$ cat config.mk
export PLATFORM = sky130hd
export DESIGN_NAME = grey_decode6
export DESIGN_NICKNAME = d
export VERILOG_FILES = /design/src/rtl/grey_pkg.sv /design/src/rtl/grey_sync_chain.sv /design/src/rtl/grey_decode6.sv
export SDC_FILE = /design/constraint.sdc
export NUM_CORES = 1
export LEC_CHECK = 0
export ABC_AREA = 1
export CORE_AREA = 2 2 61 63
export CTS_CLUSTER_SIZE = 12
export DETAILED_ROUTE_END_ITERATION = 7
export DIE_AREA = 0 0 63 65
export PLACE_DENSITY = 0.92
export SYNTH_ARGS = -nofsm -noshare
export SYNTH_HDL_FRONTEND = slang
export SYNTH_SLANG_ARGS = --single-unit
$ cat constraint.sdc
create_clock -name clk -period 5.1 [get_ports clk]
set_clock_uncertainty 0.1 [all_clocks]
set_input_delay 1.53 -clock clk [delete_from_list [all_inputs] [get_ports clk]]
set_output_delay 1.53 -clock clk [all_outputs]
set_load 0.02 [all_outputs]
$ cat src/rtl/grey_pkg.sv
// Shared types and helpers for grey-code consumers: FSM state encoding and grey->binary decode.
package grey_pkg;

    localparam int DEFAULT_WIDTH = 6;

    typedef enum logic [1:0] {
        FLUSH = 2'd0,
        LOCK  = 2'd1,
        TRACK = 2'd2
    } state_e;

    // Input must be zero-extended from the real width; each binary bit is the
    // XOR of all grey bits at or above it, so upper zeros leave it unchanged.
    function automatic logic [31:0] grey2bin(input logic [31:0] g);
        logic [31:0] b;
        b = '0;
        for (int i = 0; i < 32; i++) begin
            b[i] = ^(g >> i);
        end
        return b;
    endfunction

endpackage

$ cat src/rtl/grey_sync_chain.sv
// Multi-flop synchronizer for a grey bus crossing into clk; resets to all-zero.
module grey_sync_chain #(
    parameter int WIDTH  = 6,
    parameter int STAGES = 2
) (
    input  logic             clk,
    input  logic             w_reset,
    input  logic [WIDTH-1:0] d,
    output logic [WIDTH-1:0] q
);

    logic [STAGES-1:0][WIDTH-1:0] chain;

    // First stage samples d directly: no logic may precede it.
    always_ff @(posedge clk) begin
        if (w_reset) begin
            chain <= '0;
        end else begin
            chain <= {chain[STAGES-2:0], d};
        end
    end

    assign q = chain[STAGES-1];

endmodule

$ cat src/rtl/grey_decode6.sv
// Synchronizes an asynchronous grey counter, decodes it, and flags legal +1 steps vs illegal jumps.
module grey_decode6
    import grey_pkg::*;
#(
    parameter int WIDTH       = DEFAULT_WIDTH,
    parameter int SYNC_STAGES = 2,
    parameter int ERR_CNT_W   = 8
) (
    input  logic                 clk,
    input  logic                 w_reset,
    input  logic [WIDTH-1:0]     grey_in,
    input  logic                 clr_err,
    output logic                 valid,
    output logic [WIDTH-1:0]     bin,
    output logic                 step,
    output logic                 err,
    output logic [ERR_CNT_W-1:0] err_cnt
);

    localparam int CNT_W = $clog2(SYNC_STAGES + 1);

    state_e           state;
    logic [CNT_W-1:0] flush_cnt;
    logic [WIDTH-1:0] g_sync;
    logic [WIDTH-1:0] g_prev;
    logic [WIDTH-1:0] bin_dec;
    logic             changed;
    logic             is_step;
    logic             step_nx;
    logic             err_nx;

    grey_sync_chain #(
        .WIDTH  (WIDTH),
        .STAGES (SYNC_STAGES)
    ) u_sync (
        .clk     (clk),
        .w_reset (w_reset),
        .d       (grey_in),
        .q       (g_sync)
    );

    assign bin_dec = WIDTH'(grey2bin(32'(g_sync)));
    assign changed = (g_sync != g_prev);
    assign is_step = changed && (bin_dec == bin + WIDTH'(1));
    assign step_nx = (state == TRACK) && is_step;
    assign err_nx  = (state == TRACK) && changed && !is_step;

    // FLUSH waits until the chain holds post-reset samples, so LOCK's baseline is real.
    always_ff @(posedge clk) begin
        if (w_reset) begin
            state     <= FLUSH;
            flush_cnt <= '0;
            g_prev    <= '0;
            bin       <= '0;
            valid     <= 1'b0;
            step      <= 1'b0;
            err       <= 1'b0;
        end else begin
            step <= step_nx;
            err  <= err_nx;
            case (state)
                FLUSH: begin
                    if (flush_cnt == CNT_W'(SYNC_STAGES)) begin
                        state <= LOCK;
                    end else begin
                        flush_cnt <= flush_cnt + CNT_W'(1);
                    end
                end
                LOCK: begin
                    g_prev <= g_sync;
                    bin    <= bin_dec;
                    valid  <= 1'b1;
                    state  <= TRACK;
                end
                TRACK: begin
                    // Legal or not, any new code becomes the new reference.
                    if (changed) begin
                        g_prev <= g_sync;
                        bin    <= bin_dec;
                    end
                end
                default: state <= FLUSH;
            endcase
        end
    end

    always_ff @(posedge clk) begin
        if (w_reset) begin
            err_cnt <= '0;
        end else if (clr_err) begin
            err_cnt <= err_nx ? ERR_CNT_W'(1) : '0;
        end else if (err_nx && (err_cnt != '1)) begin
            err_cnt <= err_cnt + ERR_CNT_W'(1);
        end
    end

endmodule

==> tab_implementation.tex, run 1 <==
\begin{tabular}{lr}
\hline
Metric & Value \\
\hline
\multicolumn{2}{l}{\textbf{Timing}} \\
\quad Total setup violations reported at the end of the flow & 0 \\
\quad Max\_slew headroom & 77.9\% \\
\quad Final Hold Violating Endpoints & 0 \\
\quad Worst-Margin Slew & 0.332 ns \\
\quad Final cycle utilization of the critical path & 61.1\% \\
\quad Total negative slack for setup checks & 0 ns \\
\quad Setup repair after global routing missed its margin & no \\
\quad Final Slew Violations & 0 \\
\quad Min Tclk post-route & 3.12 ns \\
\quad Final worst-path setup slack & 1.98 ns \\
\quad Achievable clock frequency & 321 MHz \\
\multicolumn{2}{l}{\textbf{Synth}} \\
\quad Cells after synthesis & 282 \\
\quad Count of flip-flops with a built-in enable after synthesis & 0 \\
\quad Netlist cell types & 32 \\
\quad Cells taking the most area after synthesis & sky130\_fd\_sc\_hd\_\_dfxtp\_1 39\%, sky130\_fd\_sc\_hd\_\_nand2\_1 15\%, sky130\_fd\_sc\_hd\_\_inv\_1 6.8\% \\
\quad Most frequent cells after synthesis & 75 x sky130\_fd\_sc\_hd\_\_nand2\_1, 38 x sky130\_fd\_sc\_hd\_\_dfxtp\_1, 35 x sky130\_fd\_sc\_hd\_\_inv\_1 \\
\quad Dominant synthesized flop cell & sky130\_fd\_sc\_hd\_\_dfxtp\_1 \\
\quad Count leader, synth & sky130\_fd\_sc\_hd\_\_nand2\_1 \\
\quad Sequential element share of the synthesized area & 39.5\% \\
\quad Synthesized flop and latch total & 38 \\
\quad Synthesized area per cell & 6.83 um2 \\
\quad Syn Std Cell Area & 1930 um2 \\
\quad Area share of the leading cell type in the synthesized netlist & 39.5\% \\
\quad Warning count from the yosys run & 0 \\
\quad Post-synthesis cell type with the largest combined area & sky130\_fd\_sc\_hd\_\_dfxtp\_1 \\
\quad Syn\_nets & 294 \\
\quad Fraction of synthesis flops using an asynchronous set or reset pin & 0\% \\
\multicolumn{2}{l}{\textbf{Critical path}} \\
\quad CP max-delay cell & sky130\_fd\_sc\_hd\_\_clkdlybuf4s50\_1 \\
\quad Critical path cell sequence & clkdlybuf4s50\_1 \\
\quad Delay contributed by the slowest stage of the critical path & 0.65 ns \\
\quad CP bufs+invs & 1 \\
\quad Top cell family by delay on the critical path & buffers and inverters \\
\quad Category of the critical setup timing path & flop to output pin \\
\quad Arrival time at the worst endpoint & 1.49 ns \\
\quad WP data required & 3.47 ns \\
\quad Critical path peak fanout & 8 \\
\quad Worst setup EP type & output pin \\
\quad Critical Path Start Type & flop \\
\multicolumn{2}{l}{\textbf{Global routing}} \\
\quad Largest net degree at the start of global routing & 23 \\
\quad Global-route wire length before repair & 6910 um \\
\quad Overall routing resource usage & 21.0\% \\
\quad Via count of the first global-routing pass & 1,668 \\
\quad Number of antenna violations at the first check in global routing & 0 \\
\quad Leftover overflow at the end of global routing & 0 \\
\multicolumn{2}{l}{\textbf{Power}} \\
\quad P\_leak & 0.00106 uW \\
\quad Switching Power & 319 uW \\
\quad Clock share of power & 28.0\% \\
\quad Part of the total power dissipated in combinational logic & 32.0\% \\
\quad Power density of the placed cells & 404 nW/um2 \\
\quad Pint & 624 uW \\
\quad Total power consumption of the routed design & 943 uW \\
\quad Proportion of power drawn by flip-flops and latches & 40.0\% \\
\quad Worst supply voltage drop on vdd & 0.000336 V \\
\quad Switching Share & 33.8\% \\
\multicolumn{2}{l}{\textbf{Die}} \\
\quad Initial cell density of the core & 55.1\% \\
\quad Number of core rows & 22 \\
\quad Std-Cell Core Area & 3500 um2 \\
\quad Die footprint & 4100 um2 \\
\quad Die Y-Extent & 65 um \\
\quad Total I/O pin count & 26 \\
\quad Die Width & 63 um \\
\multicolumn{2}{l}{\textbf{Drt}} \\
\quad Antenna violation net count after detailed routing & 0 \\
\quad Average via count per standard cell & 4.91 \\
\quad Total DRC errors in the routed layout & 0 \\
\quad Total number of vias & 1,764 \\
\quad Length of the first detailed-routing pass in iterations & 4 \\
\quad Total length of routed wires & 3690 um \\
\quad WL/cell & 10.3 um \\
\quad First-iteration detailed-routing DRC count & 112 \\
\multicolumn{2}{l}{\textbf{Final layout}} \\
\quad Cell area after layout & 2330 um2 \\
\quad Number of cells in the finished layout apart from fillers & 359 \\
\quad Diodes inserted & 0 \\
\quad Fraction of final layout cells sized beyond drive strength 1 & 10.9\% \\
\quad Final-layout fill cell count & 310 \\
\quad Area growth from synthesis to final layout & 21.0\% \\
\quad Layout Nets & 322 \\
\multicolumn{2}{l}{\textbf{Clock tree}} \\
\quad CTS-repair resized insts & 0 \\
\quad Clock insertion delay at the later pin of the skew report & 0.35 ns \\
\quad Cts bufs inserted & 5 \\
\quad CTS Hold Buffers Added & 0 \\
\quad TritonCTS Sinks & 38 \\
\quad CTS HTree Levels & 2 \\
\quad Clock slew seen by the registers of the worst setup and hold paths & 0.12 ns \\
\quad Clock tree from TritonCTS & yes \\
\quad Number of setup buffers added after CTS & 0 \\
\quad CTS Root Cell & sky130\_fd\_sc\_hd\_\_clkbuf\_4 \\
\quad CTS max path bufs & 2 \\
\multicolumn{2}{l}{\textbf{Place}} \\
\quad Weighted congestion at the end of routability-driven global placement & 0.863 \\
\quad Placed insts & 351 \\
\quad IO Port Bufs & 25 \\
\quad Sum of net half-perimeters after detailed placement & 2770 um \\
\quad Worst slack at placement & 2.16 ns \\
\quad Post-detailed-placement cell area & 2220 um2 \\
\multicolumn{2}{l}{\textbf{Job}} \\
\quad Number of violations of the max-capacitance limit & 0 \\
\multicolumn{2}{l}{\textbf{Run status}} \\
\quad Run status & finished, final reports clean \\
\multicolumn{2}{l}{\textbf{Worst hold path}} \\
\quad Min-delay worst type & flop to flop \\
\hline
\end{tabular}
-- final timing paths --
check,cells past startpoint,slack [ns],end,start
setup / recovery,1,1.98,bin[0],bin[0]
hold reg to reg,2,0.31,u_sync.q[2],u_sync.chain[2]
hold / removal,2,0.31,u_sync.q[2],u_sync.chain[2]
setup reg to reg,11,3.13,bin[0],u_sync.q[5]
-- registers in the layout, indices dropped and copies added (netlist names) --
name / cells
err_cnt: 8
g_prev: 6
u_sync.chain: 6
u_sync.q: 6
bin: 5
flush_cnt: 2
state: 2
err: 1
step: 1
valid: 1
-- through the flow --
step	hold slack [ns]	util (%)
2_1_floorplan	0.288	-
3_3_place_gp	0.289	63.5
3_5_place_dp	0.297	63.5
4_1_cts	0.316	66.7
5_1_grt	0.339	66.7
6_report	0.314	66.7
-- area by class of cell --
type | instances | area (um2) | area share, %
multi-input combinational | 198 | 988 | 42.4
sequential | 38 | 761 | 32.6
timing repair buffer | 26 | 258 | 11.1
inverter | 41 | 154 | 6.60
clock inverter | 2 | 60.1 | 2.58
tap | 48 | 60.1 | 2.58
clock buffer | 6 | 51.3 | 2.20
-- cells in the final DEF (no fill, tap or decap), types with 2 or more instances in the layout --
| cell type | n |
|---|---|
| sky130_fd_sc_hd__clkbuf_4 | 5 |
| sky130_fd_sc_hd__o21ai_0 | 11 |
| sky130_fd_sc_hd__a31oi_1 | 2 |
| sky130_fd_sc_hd__a21oi_1 | 16 |
| sky130_fd_sc_hd__dfxtp_1 | 38 |
| sky130_fd_sc_hd__ha_1 | 3 |
| sky130_fd_sc_hd__nor2_1 | 32 |
| sky130_fd_sc_hd__nand2_1 | 75 |
| sky130_fd_sc_hd__inv_2 | 6 |
| sky130_fd_sc_hd__xor2_1 | 7 |
| sky130_fd_sc_hd__bufinv_16 | 2 |
| sky130_fd_sc_hd__nand3b_1 | 3 |
| sky130_fd_sc_hd__nand3_1 | 22 |
| sky130_fd_sc_hd__nand2_2 | 9 |
| sky130_fd_sc_hd__inv_1 | 35 |
| sky130_fd_sc_hd__nor2_2 | 2 |
| sky130_fd_sc_hd__nand2_4 | 3 |
| sky130_fd_sc_hd__clkdlybuf4s50_1 | 25 |
-- power by group through the flow --
stage	Clock (uW)	Combinational [uW]	Sequential (uW)
2_1_floorplan	0	205	395
3_3_place_gp	0	292	381
3_5_place_dp	0	301	383
4_1_cts	268	303	377
5_1_grt	279	350	385
6_report	264	301	378
-- cells by family (layout without fill, tap and decap cells) --
family                   after synthesis  in the layout  synth area share (%)
AO/OA/AOI/OAI                         33             33                  9.22
XOR/XNOR                               7              7                  3.18
adder cells (fa/ha/maj)                3              3                  1.95
buffers and inverters                 46             75                  9.22
flip-flops                            38             38                  39.5
AND/OR/NAND/NOR                      155            155                  36.9
-- routing by layer --
layer  vias to the layer above  GRT usage [%]  wire (um)  share of wire (%)
met5                         -              0          0                  0
li1                        942              -          -                  -
met2                        36           38.0       1820                 49
met3                         5           4.17        161                4.4
met4                         0           7.22         53                1.4
met1                       781           24.7       1660                 45
Note: power is estimated with default switching activity, not from simulation.
==> run 2, diff against run 1 <==
- CORE_AREA: 2 2 61 63 -> 2 2 63 65
- DIE_AREA: 0 0 63 65 -> 0 0 65 67
- PLACE_DENSITY: 0.92 -> 0.87
- clock period: 5.1 -> 2.9 ns (I/O delays scaled with it)
==> run 2 against run 1 <==
Against the previous run:
- clock power up 110%
- core utilization shrank 1.2 points
- sequential share of layout area shrank 0.43 points
- global-route usage grew 0.13 points
- sequential power increased by 74%
- combinational power is 79% higher
- final cell count did not move
- wire length grew 8.5%
- critical path type unchanged
- largest cell class unchanged
==> tab_implementation.tex, run 2 (same netlist as run 1, synthesis figures left out) <==
\begin{tabular}{lr}
\hline
Metric & Value \\
\hline
\multicolumn{2}{l}{\textbf{Run status}} \\
\quad Run status & finished, final reports clean \\
\multicolumn{2}{l}{\textbf{Clock tree}} \\
\quad CTS Root Cell & sky130\_fd\_sc\_hd\_\_clkbuf\_8 \\
\quad CTS-repair resized insts & 0 \\
\quad CTS Hold Buffers Added & 0 \\
\quad CTS HTree Levels & 2 \\
\quad Clock slew seen by the registers of the worst setup and hold paths & 0.07 ns \\
\quad Number of setup buffers added after CTS & 0 \\
\quad TritonCTS Sinks & 38 \\
\quad Clock tree from TritonCTS & yes \\
\quad CTS max path bufs & 2 \\
\quad Clock insertion delay at the later pin of the skew report & 0.29 ns \\
\quad Cts bufs inserted & 5 \\
\multicolumn{2}{l}{\textbf{Place}} \\
\quad IO Port Bufs & 25 \\
\quad Post-detailed-placement cell area & 2220 um2 \\
\quad Sum of net half-perimeters after detailed placement & 2780 um \\
\quad Weighted congestion at the end of routability-driven global placement & 0.833 \\
\multicolumn{2}{l}{\textbf{Drt}} \\
\quad Total number of vias & 1,786 \\
\quad Length of the first detailed-routing pass in iterations & 4 \\
\quad Total DRC errors in the routed layout & 0 \\
\quad Total length of routed wires & 4010 um \\
\quad First-iteration detailed-routing DRC count & 106 \\
\quad WL/cell & 11.2 um \\
\quad Average via count per standard cell & 4.97 \\
\quad Antenna violation net count after detailed routing & 0 \\
\multicolumn{2}{l}{\textbf{Global routing}} \\
\quad Number of antenna violations at the first check in global routing & 0 \\
\quad Overall routing resource usage & 21.2\% \\
\quad Via count of the first global-routing pass & 1,621 \\
\quad Global-route wire length before repair & 7000 um \\
\quad Largest net degree at the start of global routing & 22 \\
\quad Leftover overflow at the end of global routing & 0 \\
\multicolumn{2}{l}{\textbf{Power}} \\
\quad Total power consumption of the routed design & 1750 uW \\
\quad Proportion of power drawn by flip-flops and latches & 37.7\% \\
\quad Worst supply voltage drop on vdd & 0.000348 V \\
\quad Power density of the placed cells & 740 nW/um2 \\
\quad P\_leak & 0.00107 uW \\
\quad Pint & 1170 uW \\
\quad Switching Power & 576 uW \\
\quad Switching Share & 32.9\% \\
\quad Part of the total power dissipated in combinational logic & 30.8\% \\
\quad Clock share of power & 31.5\% \\
\multicolumn{2}{l}{\textbf{Die}} \\
\quad Die footprint & 4360 um2 \\
\quad Std-Cell Core Area & 3610 um2 \\
\quad Die Y-Extent & 67 um \\
\quad Die Width & 65 um \\
\quad Number of core rows & 22 \\
\quad Initial cell density of the core & 53.4\% \\
\quad Total I/O pin count & 26 \\
\multicolumn{2}{l}{\textbf{Timing}} \\
\quad Hold\_ws & 0.308 ns \\
\quad Final cycle utilization of the critical path & 82.1\% \\
\quad Final Slew Violations & 0 \\
\quad Final Hold Violating Endpoints & 0 \\
\quad Min Tclk post-route & 2.38 ns \\
\quad Worst-Margin Slew & 0.389 ns \\
\quad Achievable clock frequency & 420 MHz \\
\quad Total negative slack for setup checks & 0 ns \\
\quad Max\_slew headroom & 74.1\% \\
\quad Setup repair after global routing missed its margin & no \\
\quad Total setup violations reported at the end of the flow & 0 \\
\multicolumn{2}{l}{\textbf{Final layout}} \\
\quad Layout Nets & 322 \\
\quad Leading cell types in the layout, fill and taps excluded & 75 x sky130\_fd\_sc\_hd\_\_nand2\_1, 38 x sky130\_fd\_sc\_hd\_\_dfxtp\_1, 35 x sky130\_fd\_sc\_hd\_\_inv\_1 \\
\quad Largest register by flop count & err\_cnt \\
\quad Diodes inserted & 0 \\
\quad Flip-flop count of the largest register after layout & 8 \\
\quad Cell area after layout & 2360 um2 \\
\quad Commonest non-fill, non-tap cell in the layout & sky130\_fd\_sc\_hd\_\_nand2\_1 \\
\quad Core occupancy in the finished layout & 65.5\% \\
\quad Area growth from synthesis to final layout & 22.7\% \\
\quad Final-layout fill cell count & 318 \\
\quad Fraction of final layout cells sized beyond drive strength 1 & 10.9\% \\
\multicolumn{2}{l}{\textbf{Critical path}} \\
\quad Arrival time at the worst endpoint & 1.41 ns \\
\quad Worst setup EP type & output pin \\
\quad Critical path peak fanout & 8 \\
\quad CP bufs+invs & 1 \\
\quad Top cell family by delay on the critical path & buffers and inverters \\
\quad Delay contributed by the slowest stage of the critical path & 0.65 ns \\
\quad Critical Path Start Type & flop \\
\quad CP max-delay cell & sky130\_fd\_sc\_hd\_\_clkdlybuf4s50\_1 \\
\quad Critical path cell sequence & clkdlybuf4s50\_1 \\
\quad WP data required & 1.93 ns \\
\quad Category of the critical setup timing path & flop to output pin \\
\multicolumn{2}{l}{\textbf{Job}} \\
\quad Number of violations of the max-capacitance limit & 0 \\
\multicolumn{2}{l}{\textbf{Worst hold path}} \\
\quad Min-delay worst type & flop to flop \\
\hline
\end{tabular}
-- run 2: metrics by stage --
step | setup WS (ns) | cells
floorplan | 1.08 | 282
global placement | 0.828 | 351
detailed placement | 0.804 | 351
CTS | 0.503 | 359
global route | 0.459 | 359
finish | 0.518 | 359
-- run 2: layout make-up --
| class | count | area, um2 | area share, % |
|---|---|---|---|
| repair buffers | 26 | 258 | 10.9 |
| clock inverters | 2 | 60.1 | 2.54 |
| well taps | 48 | 60.1 | 2.54 |
| clock buffers | 6 | 82.6 | 3.49 |
| multi-input cells | 198 | 988 | 41.8 |
| flip-flops and latches | 38 | 761 | 32.2 |
| inverters | 41 | 154 | 6.51 |
-- run 2: per-layer routing --
layer	wire [um]	part of all wire, %	GRT usage [%]
met1	1810	45	24.5
met2	1960	49	35.6
met3	173	4.3	5.91
met4	60	1.5	10.9
met5	0	0	0
-- run 2: final timing paths --
check | cells past startpoint | slack, ns | startpoint | endpoint
worst max-delay path | 1 | 0.52 | bin[0] | bin[0]
worst min-delay path | 2 | 0.31 | u_sync.chain[4] | u_sync.q[4]
worst max register to register | 11 | 0.95 | u_sync.q[3] | bin[0]
worst min register to register | 2 | 0.31 | u_sync.chain[4] | u_sync.q[4]
-- run 2: power groups by stage --
stage	registers, uW	clock network, uW	logic [uW]
after global routing	670	582	606
after detailed placement	671	0	531
after CTS	659	560	539
after global placement	668	0	516
final	659	551	539
after floorplan	695	0	361
==> run 3, diff against run 2 <==
- clock period: 2.9 -> 2.4 ns (I/O delays scaled with it)
==> run 3 against run 2 <==
Against the previous run:
- total power up 21%
- largest power group unchanged
- wire length is 2.7% lower
- flip-flop and latch count is the same
- global-route usage shrank 0.47 points
- register-to-register slack lost 0.49 ns
- first-iteration DRC count grew 4.7%
==> tab_implementation.tex, run 3 (same netlist as run 1, synthesis figures left out) <==
\begin{tabular}{lr}
\hline
Metric & Value \\
\hline
\multicolumn{2}{l}{\textbf{Critical path}} \\
\quad Critical path peak fanout & 8 \\
\quad Delay contributed by the slowest stage of the critical path & 0.66 ns \\
\quad Critical Path Start Type & flop \\
\quad Critical path cell sequence & clkdlybuf4s50\_1 \\
\quad CP max-delay cell & sky130\_fd\_sc\_hd\_\_clkdlybuf4s50\_1 \\
\quad Worst setup EP type & output pin \\
\quad Arrival time at the worst endpoint & 1.43 ns \\
\quad Top cell family by delay on the critical path & buffers and inverters \\
\quad Category of the critical setup timing path & flop to output pin \\
\quad WP data required & 1.58 ns \\
\quad CP bufs+invs & 1 \\
\multicolumn{2}{l}{\textbf{Timing}} \\
\quad Max\_slew headroom & 74.9\% \\
\quad Total setup violations reported at the end of the flow & 0 \\
\quad Final Hold Violating Endpoints & 0 \\
\quad Total negative slack for setup checks & 0 ns \\
\quad Achievable clock frequency & 445 MHz \\
\quad Setup repair after global routing missed its margin & no \\
\quad Final Slew Violations & 0 \\
\quad Min Tclk post-route & 2.25 ns \\
\quad Final worst-path setup slack & 0.151 ns \\
\quad Worst-Margin Slew & 0.375 ns \\
\quad Final cycle utilization of the critical path & 93.7\% \\
\multicolumn{2}{l}{\textbf{Global routing}} \\
\quad Met2 routing resource usage after global routing & 36.5\% \\
\quad Met1 track utilization from global routing & 22.7\% \\
\quad Number of antenna violations at the first check in global routing & 0 \\
\quad Largest net degree at the start of global routing & 22 \\
\quad GRT Max-Usage Layer & met2 \\
\quad Overall routing resource usage & 20.7\% \\
\quad Leftover overflow at the end of global routing & 0 \\
\quad Global-route wire length before repair & 6840 um \\
\quad Met3 Use GR & 5.41\% \\
\quad Via count of the first global-routing pass & 1,675 \\
\multicolumn{2}{l}{\textbf{Clock tree}} \\
\quad CTS max path bufs & 2 \\
\quad Number of setup buffers added after CTS & 0 \\
\quad Clock slew seen by the registers of the worst setup and hold paths & 0.08 ns \\
\quad CTS Root Cell & sky130\_fd\_sc\_hd\_\_clkbuf\_8 \\
\quad CTS-repair resized insts & 0 \\
\quad CTS HTree Levels & 2 \\
\quad CTS Hold Buffers Added & 0 \\
\quad Clock tree from TritonCTS & yes \\
\quad Clock insertion delay at the later pin of the skew report & 0.29 ns \\
\quad Cts bufs inserted & 5 \\
\quad TritonCTS Sinks & 38 \\
\multicolumn{2}{l}{\textbf{Worst hold path}} \\
\quad Min-delay worst type & flop to flop \\
\multicolumn{2}{l}{\textbf{Final layout}} \\
\quad Diodes inserted & 0 \\
\quad Layout Nets & 322 \\
\quad Reg area & 761 um2 \\
\quad Total area of multi-input combinational cells & 988 um2 \\
\quad Number of cells in the finished layout apart from fillers & 359 \\
\quad Fraction of final layout cells sized beyond drive strength 1 & 10.9\% \\
\quad Leading cell types in the layout, fill and taps excluded & 75 x sky130\_fd\_sc\_hd\_\_nand2\_1, 38 x sky130\_fd\_sc\_hd\_\_dfxtp\_1, 35 x sky130\_fd\_sc\_hd\_\_inv\_1 \\
\quad Flip-flop count of the largest register after layout & 8 \\
\quad Commonest non-fill, non-tap cell in the layout & sky130\_fd\_sc\_hd\_\_nand2\_1 \\
\quad Core occupancy in the finished layout & 65.5\% \\
\quad Area growth from synthesis to final layout & 22.7\% \\
\quad Largest register by flop count & err\_cnt \\
\quad Final-layout fill cell count & 325 \\
\multicolumn{2}{l}{\textbf{Place}} \\
\quad IO Port Bufs & 25 \\
\quad Weighted congestion at the end of routability-driven global placement & 0.844 \\
\quad Placed insts & 351 \\
\quad Sum of net half-perimeters after detailed placement & 2810 um \\
\quad Worst slack at placement & 0.468 ns \\
\multicolumn{2}{l}{\textbf{Run status}} \\
\quad Run status & finished, final reports clean \\
\multicolumn{2}{l}{\textbf{Drt}} \\
\quad Length of the first detailed-routing pass in iterations & 4 \\
\quad First-iteration detailed-routing DRC count & 111 \\
\quad Antenna violation net count after detailed routing & 0 \\
\quad Average via count per standard cell & 4.94 \\
\quad WL/cell & 10.9 um \\
\quad Total length of routed wires & 3900 um \\
\quad Total DRC errors in the routed layout & 0 \\
\quad Total number of vias & 1,775 \\
\multicolumn{2}{l}{\textbf{Power}} \\
\quad Worst supply voltage drop on vdd & 0.000424 V \\
\quad Power density of the placed cells & 894 nW/um2 \\
\quad Total power consumption of the routed design & 2110 uW \\
\quad P\_leak & 0.00107 uW \\
\multicolumn{2}{l}{\textbf{Die}} \\
\quad Die Width & 65 um \\
\quad Die footprint & 4360 um2 \\
\quad Die Y-Extent & 67 um \\
\quad Number of core rows & 22 \\
\quad Initial cell density of the core & 53.4\% \\
\quad Std-Cell Core Area & 3610 um2 \\
\quad Total I/O pin count & 26 \\
\multicolumn{2}{l}{\textbf{Job}} \\
\quad Number of violations of the max-capacitance limit & 0 \\
\hline
\end{tabular}
[run 3: cell counts in the layout (fill, tap and decap cells not counted)]
No cell type changed its count.
[run 3: path summary, 6_finish.rpt]
path	from	depth (start not counted)	slack (ns)	to
hold reg to reg	u_sync.chain[4]	2	0.30	u_sync.q[4]
setup reg to reg	u_sync.q[5]	11	0.46	bin[0]
setup / recovery	bin[0]	1	0.15	bin[0]
hold / removal	u_sync.chain[4]	2	0.30	u_sync.q[4]
[run 3: metrics by stage]
step	hold WS, ns	area [um2]
floorplan	0.288	1930
global route	0.327	2360
finish	0.302	2360
detailed placement	0.295	2220
CTS	0.305	2360
global placement	0.289	2220
[run 3: area by class of cell]
| class | count | area share (%) |
|---|---|---|
| timing repair buffer | 26 | 10.9 |
| sequential | 38 | 32.2 |
| multi-input combinational | 198 | 41.8 |
| clock inverter | 2 | 2.54 |
| inverter | 41 | 6.51 |
| tap | 48 | 2.54 |
| clock buffer | 6 | 3.49 |
[run 3: where the power goes]
part / internal (uW) / switching (uW) / total, uW
clock network: 443 / 225 / 668
registers: 725 / 73.5 / 799
logic: 249 / 396 / 645
total: 1420 / 694 / 2110
[run 3: metal layers]
layer | share of wire [%] | routed length (um)
met1 | 45 | 1760
met2 | 48 | 1880
met3 | 3.9 | 153
met4 | 2.5 | 99
met5 | 0 | 0
